### config.mk
export PLATFORM = sky130hd
export DESIGN_NAME = data_sym_tx
export DESIGN_NICKNAME = d
export VERILOG_FILES = /design/src/rtl/data_sym_pkg.sv /design/src/rtl/data_sym_tx.sv
export SDC_FILE = /design/constraint.sdc
export NUM_CORES = 1
export LEC_CHECK = 0
export ABC_AREA = 1
export BUFFER_PORTS_ARGS = -buffer_cell sky130_fd_sc_hd__buf_2
export CAP_MARGIN = 20
export CORE_ASPECT_RATIO = 0.9
export CORE_MARGIN = 5
export CORE_UTILIZATION = 40
export DETAILED_ROUTE_END_ITERATION = 8
export PLACE_DENSITY_LB_ADDON = 0.3
export SLEW_MARGIN = 40
export SYNTH_ARGS = -nofsm -noshare
export SYNTH_HDL_FRONTEND = slang
export SYNTH_SLANG_ARGS = --single-unit
### constraint.sdc
create_clock -name clk -period 1.6 [get_ports clk]
set_clock_uncertainty 0.05 [all_clocks]
set_input_delay 0.16 -clock clk [delete_from_list [all_inputs] [get_ports clk]]
set_output_delay 0.16 -clock clk [all_outputs]
set_load 0.05 [all_outputs]
### src/rtl/data_sym_pkg.sv
// -----------------------------------------------------------------------------
// data_sym_pkg
// Shared definitions for the 2-bit symbol link transmitter (data_sym_tx).
//   state_t   : transmitter state encoding (IDLE / SEND / GAP)
//   SYM_W     : bits carried per symbol (data1, data0)
//   sym_count : number of data symbols needed for a word of a given width
// -----------------------------------------------------------------------------
package data_sym_pkg;

  typedef enum logic [1:0] {
    IDLE = 2'd0,
    SEND = 2'd1,
    GAP  = 2'd2
  } state_t;

  localparam int SYM_W = 2;

  // Word width is required to be even, so this division is exact.
  function automatic int sym_count(input int word_w);
    return word_w / SYM_W;
  endfunction

endpackage

### src/rtl/data_sym_tx.sv
// -----------------------------------------------------------------------------
// data_sym_tx
// Transmit end of the 2-bit symbol link. Accepts parallel words on a
// valid/ready handshake and serializes each word into 2-bit symbols, MSB pair
// first. The first symbol of every word is flagged with s=1. After a word,
// GAP_CYC idle cycles are forced before the next word (0 = back-to-back).
//
// Optional feature (macro DATA_SYM_PARITY_EN): one extra symbol follows the
// data symbols with data1 = ^word, data0 = ~data1, s=0.
//
// Parameters:
//   WORD_W   word width (even, >= 2); N = WORD_W/2 symbols per word
//   GAP_CYC  idle cycles between words (0..15)
// Ports:
//   clk        in   system clock, rising edge
//   rst_n      in   asynchronous active-low reset
//   in_valid   in   source has a word
//   in_ready   out  word can be accepted this cycle (combinational)
//   in_data    in   word to send (sampled only on accept)
//   data1      out  symbol bit 1 (registered)
//   data0      out  symbol bit 0 (registered)
//   s          out  frame-start flag, first symbol of a word (registered)
//   sym_valid  out  data1/data0/s carry a symbol (registered)
//   busy       out  state != IDLE
// -----------------------------------------------------------------------------
module data_sym_tx
  import data_sym_pkg::*;
#(
  parameter int WORD_W  = 8,
  parameter int GAP_CYC = 1
) (
  input  logic              clk,
  input  logic              rst_n,
  input  logic              in_valid,
  output logic              in_ready,
  input  logic [WORD_W-1:0] in_data,
  output logic              data1,
  output logic              data0,
  output logic              s,
  output logic              sym_valid,
  output logic              busy
);

  localparam int N     = sym_count(WORD_W);
  localparam int CNT_W = $clog2(N) + 1;

  state_t            state;
  logic [WORD_W-1:0] shift_reg;   // pairs still to be sent, next pair at the top
  logic [CNT_W-1:0]  sym_cnt;     // data symbols remaining after the one on the outputs
  logic [3:0]        gap_cnt;
  logic              last_sym;    // the word's final symbol is on the outputs now
  logic              b2b_open;
  logic              accept;

`ifdef DATA_SYM_PARITY_EN
  logic par_bit_reg;
  logic par_phase_reg;            // parity symbol is on the outputs
  assign last_sym = par_phase_reg;
`else
  assign last_sym = (sym_cnt == '0);
`endif

  // With no gap the next word may be loaded while the final symbol is showing,
  // so its first symbol follows without a bubble.
  assign b2b_open = (GAP_CYC == 0) && (state == SEND) && last_sym;
  assign in_ready = rst_n && ((state == IDLE) || b2b_open);
  assign accept   = in_valid && in_ready;
  assign busy     = (state != IDLE);

  // A word always passes through SEND, even when N==1, so that the symbol
  // cycle is never counted as part of the GAP_CYC idle time.
  always_ff @(posedge clk or negedge rst_n) begin
    if (!rst_n) begin
      state     <= IDLE;
      shift_reg <= '0;
      sym_cnt   <= '0;
      gap_cnt   <= '0;
      data1     <= 1'b0;
      data0     <= 1'b0;
      s         <= 1'b0;
      sym_valid <= 1'b0;
`ifdef DATA_SYM_PARITY_EN
      par_bit_reg   <= 1'b0;
      par_phase_reg <= 1'b0;
`endif
    end else if (accept) begin
      shift_reg <= in_data << SYM_W;
      data1     <= in_data[WORD_W-1];
      data0     <= in_data[WORD_W-2];
      s         <= 1'b1;
      sym_valid <= 1'b1;
      sym_cnt   <= CNT_W'(N - 1);
      state     <= SEND;
`ifdef DATA_SYM_PARITY_EN
      par_bit_reg   <= ^in_data;
      par_phase_reg <= 1'b0;
`endif
    end else begin
      case (state)
        IDLE: begin
          data1     <= 1'b0;
          data0     <= 1'b0;
          s         <= 1'b0;
          sym_valid <= 1'b0;
        end
        SEND: begin
          if (last_sym) begin
            data1     <= 1'b0;
            data0     <= 1'b0;
            s         <= 1'b0;
            sym_valid <= 1'b0;
`ifdef DATA_SYM_PARITY_EN
            par_phase_reg <= 1'b0;
`endif
            if (GAP_CYC > 0) begin
              gap_cnt <= 4'(GAP_CYC - 1);
              state   <= GAP;
            end else begin
              state <= IDLE;
            end
          end else if (sym_cnt != '0) begin
            data1     <= shift_reg[WORD_W-1];
            data0     <= shift_reg[WORD_W-2];
            shift_reg <= shift_reg << SYM_W;
            s         <= 1'b0;
            sym_cnt   <= sym_cnt - CNT_W'(1);
          end
`ifdef DATA_SYM_PARITY_EN
          else begin
            data1         <= par_bit_reg;
            data0         <= ~par_bit_reg;
            s             <= 1'b0;
            par_phase_reg <= 1'b1;
          end
`endif
        end
        GAP: begin
          data1     <= 1'b0;
          data0     <= 1'b0;
          s         <= 1'b0;
          sym_valid <= 1'b0;
          if (gap_cnt == 4'd0) begin
            state <= IDLE;
          end else begin
            gap_cnt <= gap_cnt - 4'd1;
          end
        end
        default: state <= IDLE;
      endcase
    end
  end

endmodule

==> results of run 1 <==
[synth_stat cells]
| cell | number | share of area (%) |
|---|---|---|
| nor2_1 | 6 | 2.2 |
| or2_2 | 1 | 0.61 |
| o21ai_1 | 2 | 0.98 |
| o21ai_0 | 6 | 2.9 |
| nand3_4 | 2 | 3.4 |
| a21oi_1 | 6 | 2.9 |
| nand2_4 | 1 | 1.1 |
| ha_1 | 8 | 9.8 |
| nand2_1 | 40 | 15 |
| nor2_4 | 1 | 1.1 |
| xor2_1 | 1 | 0.86 |
| nand3_1 | 12 | 5.9 |
| inv_2 | 3 | 1.1 |
| nand2_2 | 1 | 0.61 |
| dfrtp_1 | 19 | 46 |
| inv_1 | 13 | 4.8 |
| inv_4 | 1 | 0.61 |
[cell families after synthesis]
logic type                 count (synthesis)  synth area share [%]
and+or+nand+nor                           64                  29.6
DFF                                       19                  46.5
buffers and inverters                     17                  6.48
AOI/OAI and AO/OA                         14                  6.85
adders and majority gates                  8                  9.78
xor gates and xnor gates                   1                 0.856
[area by class of cell]
type	count	area (um2)
well taps	28	35.0
repair buffers	24	158
fillers	236	1200
clock buffers	3	22.5
inverters	17	66.3
multi-input cells	87	484
flip-flops and latches	19	475
clock inverters	1	7.51
[layer usage]
metal | wire length [um] | track usage (%) | up-vias
li1 | - | - | 443
met1 | 872 | 14.7 | 373
met2 | 897 | 19.1 | 20
met3 | 93 | 5.04 | 4
met4 | 49 | 4.15 | 0
met5 | 0 | 0 | -
[layout by cell type, fill, tap and decap left out, drive strengths merged, types with 3 or more instances in the layout]
cell,synthesis,final
dfrtp,19,19
nor2,7,7
o21ai,8,8
inv,17,17
ha,8,8
nand3,14,14
nand2,42,42
clkbuf,0,3
dlygate4sd3,0,5
buf,0,19
a21oi,6,6
[where the power goes]
part / leakage (nW) / switching [mW] / internal (mW)
registers: 0.245 / 0.112 / 0.675
clock network: 0.0139 / 0.162 / 0.0954
logic: 0.406 / 0.786 / 0.403
total: 0.666 / 1.06 / 1.17
[worst reg2reg max path, delay by kind of cell (launching register included)]
kind                       cells  cell delay [ps]
and+or+nand+nor                6              350
DFF                            1              390
adders and majority gates      1              240
buffers and inverters          3              280
[final timing paths]
| check | start | end | slack, ps | depth (start not counted) |
|---|---|---|---|---|
| min reg2reg | shift_reg[2] | shift_reg[2] | 450 | 2 |
| max in group asynchronous | rst_n | gap_cnt[3] | 870 | 3 |
| max | state[0] | in_ready | 80 | 5 |
| min in group asynchronous | rst_n | sym_cnt[2] | 190 | 2 |
| min | in_data[4] | shift_reg[6] | 20 | 3 |
| max reg2reg | state[1] | state[0] | 190 | 10 |
[what timing repair did]
item                                    CTS  global route
resized for setup                         3             0
hold buffers                              5             0
endpoints found under the setup margin    2             0
hold endpoints to repair                 23             0
buffers inserted                          2             0
[per-stage QoR]
stage | setup WS (ps) | power (mW) | cell area [um2] | utilization (%) | instances
3_5_place_dp | 148 | 1.94 | 1150 | 46.9 | 168
3_3_place_gp | 189 | 1.91 | 1150 | 46.9 | 168
4_1_cts | 66.5 | 2.27 | 1250 | 51.0 | 179
6_report | 76.6 | 2.23 | 1250 | 51.0 | 179
2_1_floorplan | 103 | 1.70 | 1020 | - | 123
5_1_grt | 2.44 | 2.47 | 1250 | 51.0 | 179
==> run metrics, run 1 <==
Achievable Freq roughly 660 MHz; worst skew pair latency ~310 ps; Reg clk slew, reported paths roughly 110 ps; first-pass GRT wire length between 3 and 4 mm; Slew HR 82.7%; IO Pins 17; share of layout cells above drive strength 1 a little under a quarter; total gr overflow 0; Die X between 60 and 70 um; outcome finished, final reports clean; Total GRT Usage approximately an eighth; Tmin final around 1500 ps; max-cap violation count 0; Final #Nets 171; register area share after synthesis between 40% and 50%; WL per Instance around 11 um; Post-Route Setup TNS 0 ps; Crit-path slowest cell dfrtp_1; Crit path top cell by count inv_1; Yosys reg bits 19; vias in the first global route slightly below 800; peak per-stage delay on the critical path roughly 400 ps; Initial DRC Count 42; DIE AREA approximately 3700 um2; yosys warns 0; Leakage roughly 0.67 nW; total CTS buffers 3; DRT Wirelength 1.91 mm; Vias 840; chip height approximately 58 um; Hold Path Class in -> reg; Clock Sinks 19; Via density ~4.7; crit path buf inv count 3; Crit path max-delay family flip-flops; Initial Util a little over two fifths; placer congestion estimate slightly below 0.8; Post-Syn Area per Cell approximately 8.3 um2; worst-path fanout max 3; Final period util between 90% and 100%; CTS root buffer clkbuf_4; DRC 0; syn nets between 100 and 150; WHS around 21 ps; maximum VDD drop approximately 0.001 V; worst endpoint required time 1390 ps; RSZ-0062 raised after global routing false; htree depth 1; CORE AREA 2450 um2; PD cells 1790 nW/um2; CP startpoint kind register; # diodes 0; number of detailed-routing iterations run before antenna repair 4; CTS Buffer Depth 2; Slew Limit Fails 0; DP HPWL between 1 and 1.5 mm; Synth cell types 17; Final Hold Fails 0; largest net degree at the start of global routing 13; critical-path cell list inv_1 > ha_2 > nand2_1 > inv_1 > buf_4; Crit. End Element output pin; initial antenna violation count 0; Rows 17; CTS tree done; max reg flops 6; Synth Instances about 120; Worst Tran Pin Value roughly 260 ps; antenna-violating nets left 0; final setup vio count 0; CP arrival 1310 ps; Area Overhead vs Synth 22.0%; Post-Synthesis Cell Area between 1000 and 1500 um2; buffers added on ports 16; critical path class reg -> out
Power figures use the tool's default switching activity.
==> run 2, diff against run 1 <==
--- a/config.mk
+++ b/config.mk
@@ -10,7 +10,8 @@
 export CAP_MARGIN = 20
 export CORE_ASPECT_RATIO = 0.9
 export CORE_MARGIN = 5
-export CORE_UTILIZATION = 40
+export CORE_UTILIZATION = 35
+export CTS_CLUSTER_SIZE = 40
 export DETAILED_ROUTE_END_ITERATION = 8
 export PLACE_DENSITY_LB_ADDON = 0.3
 export SLEW_MARGIN = 40
==> run 2 against run 1 <==
Combinational power about the same. Cell count increased by 5.0%. Fmax increased by 1.3%. Die area increased by 12%. Critical path depth unchanged. Via count decreased by 1.2%. First-iteration DRC count decreased by 7.1%.
==> run metrics, run 2 (synthesis results as in run 1) <==
outcome finished, final reports clean; total CTS buffers 3 (unchanged); final setup vio count 0 (unchanged); share of layout cells above drive strength 1 22.3% (-0.22 points); # diodes 0 (unchanged); placer congestion estimate 0.798 (+3.3%); Final period util 94.0% (-1.2 points); Tot Pwr 2.25 mW (+0.87%); worst endpoint required time 1390 ps (about the same); htree depth 1 (unchanged); Slew HR 83.6% (+0.86 points); WL per Instance 10.4 um (-2.3%); dpl ws 124 ps (-23.7 ps); setup ws final 95.6 ps (+18.9 ps); max-cap violation count 0 (unchanged); CORE AREA 2770 um2 (+13%); RSZ-0062 raised after global routing false; post-route cell area 1240 um2 (-0.70%); Area Overhead vs Synth 21.1%; Initial DRC Count 39 (-7.1%); buffers added on ports 16 (unchanged); commonest cells after routing, fill and taps aside nand2_1 (40), dfrtp_1 (19), buf_2 (14), inv_1 (13), nand3_1 (12); Hold Crit Start in_data[0]; total gr overflow 0 (unchanged); critical path class reg -> out; Total GRT Usage 11.2% (-0.84 points); Worst Tran Pin Value 246 ps (-13.0 ps); Vias 830 (-1.2%); number of detailed-routing iterations run before antenna repair 4 (unchanged); DIE AREA 4110 um2 (+12%); CP startpoint kind register; antenna-violating nets left 0 (unchanged); Achievable Freq 665 MHz (+1.3%); WHS 12.6 ps (-8.56 ps); Initial Util 36.9% (-4.9 points); PD cells 1820 nW/um2 (+1.6%); dpl cell area 1160 um2 (+1.3%); Min-Delay Endpoint shift_reg[2]; Leakage 0.656 nW (-1.4%); maximum VDD drop 0.000677 V (-32%); DRC 0 (unchanged); CTS root buffer clkbuf_4; CP arrival 1290 ps (-20 ps); worst-path fanout max 4 (+1); IO Pins 17 (unchanged); worst skew pair latency 300 ps (about the same); final non-filler cell total 188 (+5.0%); filler cell count 291 (+23%); worst reg2reg path endpoint state[1]; Post-Route Utilization 44.8% (-6.3 points); Via density 4.41 (-5.9%); commonest non-fill, non-tap cell in the layout nand2_1; hold depth 3 (unchanged); Final #Nets 168 (-1.8%); Clock Sinks 19 (unchanged); max reg flops 6 (unchanged); reg2reg start state[1]; vias in the first global route 837 (+6.1%); Hold Path Class in -> reg; Crit. End Element output pin; Reg2Reg Depth 10 (unchanged); Final Hold Fails 0 (unchanged); Tmin final 1500 ps (-18.9 ps); CTS tree done; first-pass GRT wire length 3.53 mm (unchanged); Rows 18 (+1); Die X 67 um (+5.8%); initial antenna violation count 0 (unchanged); FF-to-FF setup slack 160 ps (-30 ps); CTS Buffer Depth 2 (unchanged); dpl cells 180 (+7.1%); DRT Wirelength 1.96 mm (+2.6%); chip height 61.3 um (+5.7%); Post-Route Setup TNS 0 ps (unchanged); DP HPWL 1.47 mm (-0.34%); Reg clk slew, reported paths 110 ps (about the same); Slew Limit Fails 0 (unchanged); largest net degree at the start of global routing 19 (+6)
run 2: changes by cell type in the layout (fill, tap and decap cells not counted), sizes merged:
cell,change
clkinvlp,-1
clkbuf,+1
dlygate4sd3,-3
run 2: layer usage:
| layer | GRT usage, % | up-vias | part of all wire [%] |
|---|---|---|---|
| met4 | 1.73 | 0 | 0 |
| met5 | 0 | - | 0 |
| li1 | - | 437 | - |
| met1 | 13.9 | 379 | 47 |
| met2 | 19.3 | 14 | 48 |
| met3 | 3.83 | 0 | 4.1 |
run 2: worst max-delay path by stage:
stage | to | start | cells past startpoint
floorplan | state[0] | state[0] | 10
global placement | state[0] | state[0] | 9
detailed placement | shift_reg[7] | state[0] | 7
CTS | in_ready | state[1] | 5
global route | in_ready | state[1] | 5
finish | in_ready | state[1] | 5
run 2: area by class of cell:
type	instances	area, um2	area share [%]
repair buffers	21	128	10.3
flip-flops and latches	19	475	38.3
well taps	40	50.0	4.04
clock buffers	4	26.3	2.12
multi-input cells	87	494	39.9
inverters	17	66.3	5.35
run 2: critical path: stages, from the launching register on:
cell	delay (ps)
dfrtp_1	420
inv_1	120
ha_4	170
nand2_1	50
inv_1	40
buf_4	180
run 2: report_power, final:
part	leakage [nW]	switching, mW	internal, mW
Clock	0.0150	0.149	0.0971
Combinational	0.396	0.797	0.420
Sequential	0.245	0.115	0.675
run 2: what timing repair did:
item	in CTS	in global routing
hold buffers	2	0
endpoints found under the hold margin	20	0
setup buffers	1	1
endpoints found under the setup margin	2	1
gates cloned	0	0
gates resized for setup	3	1
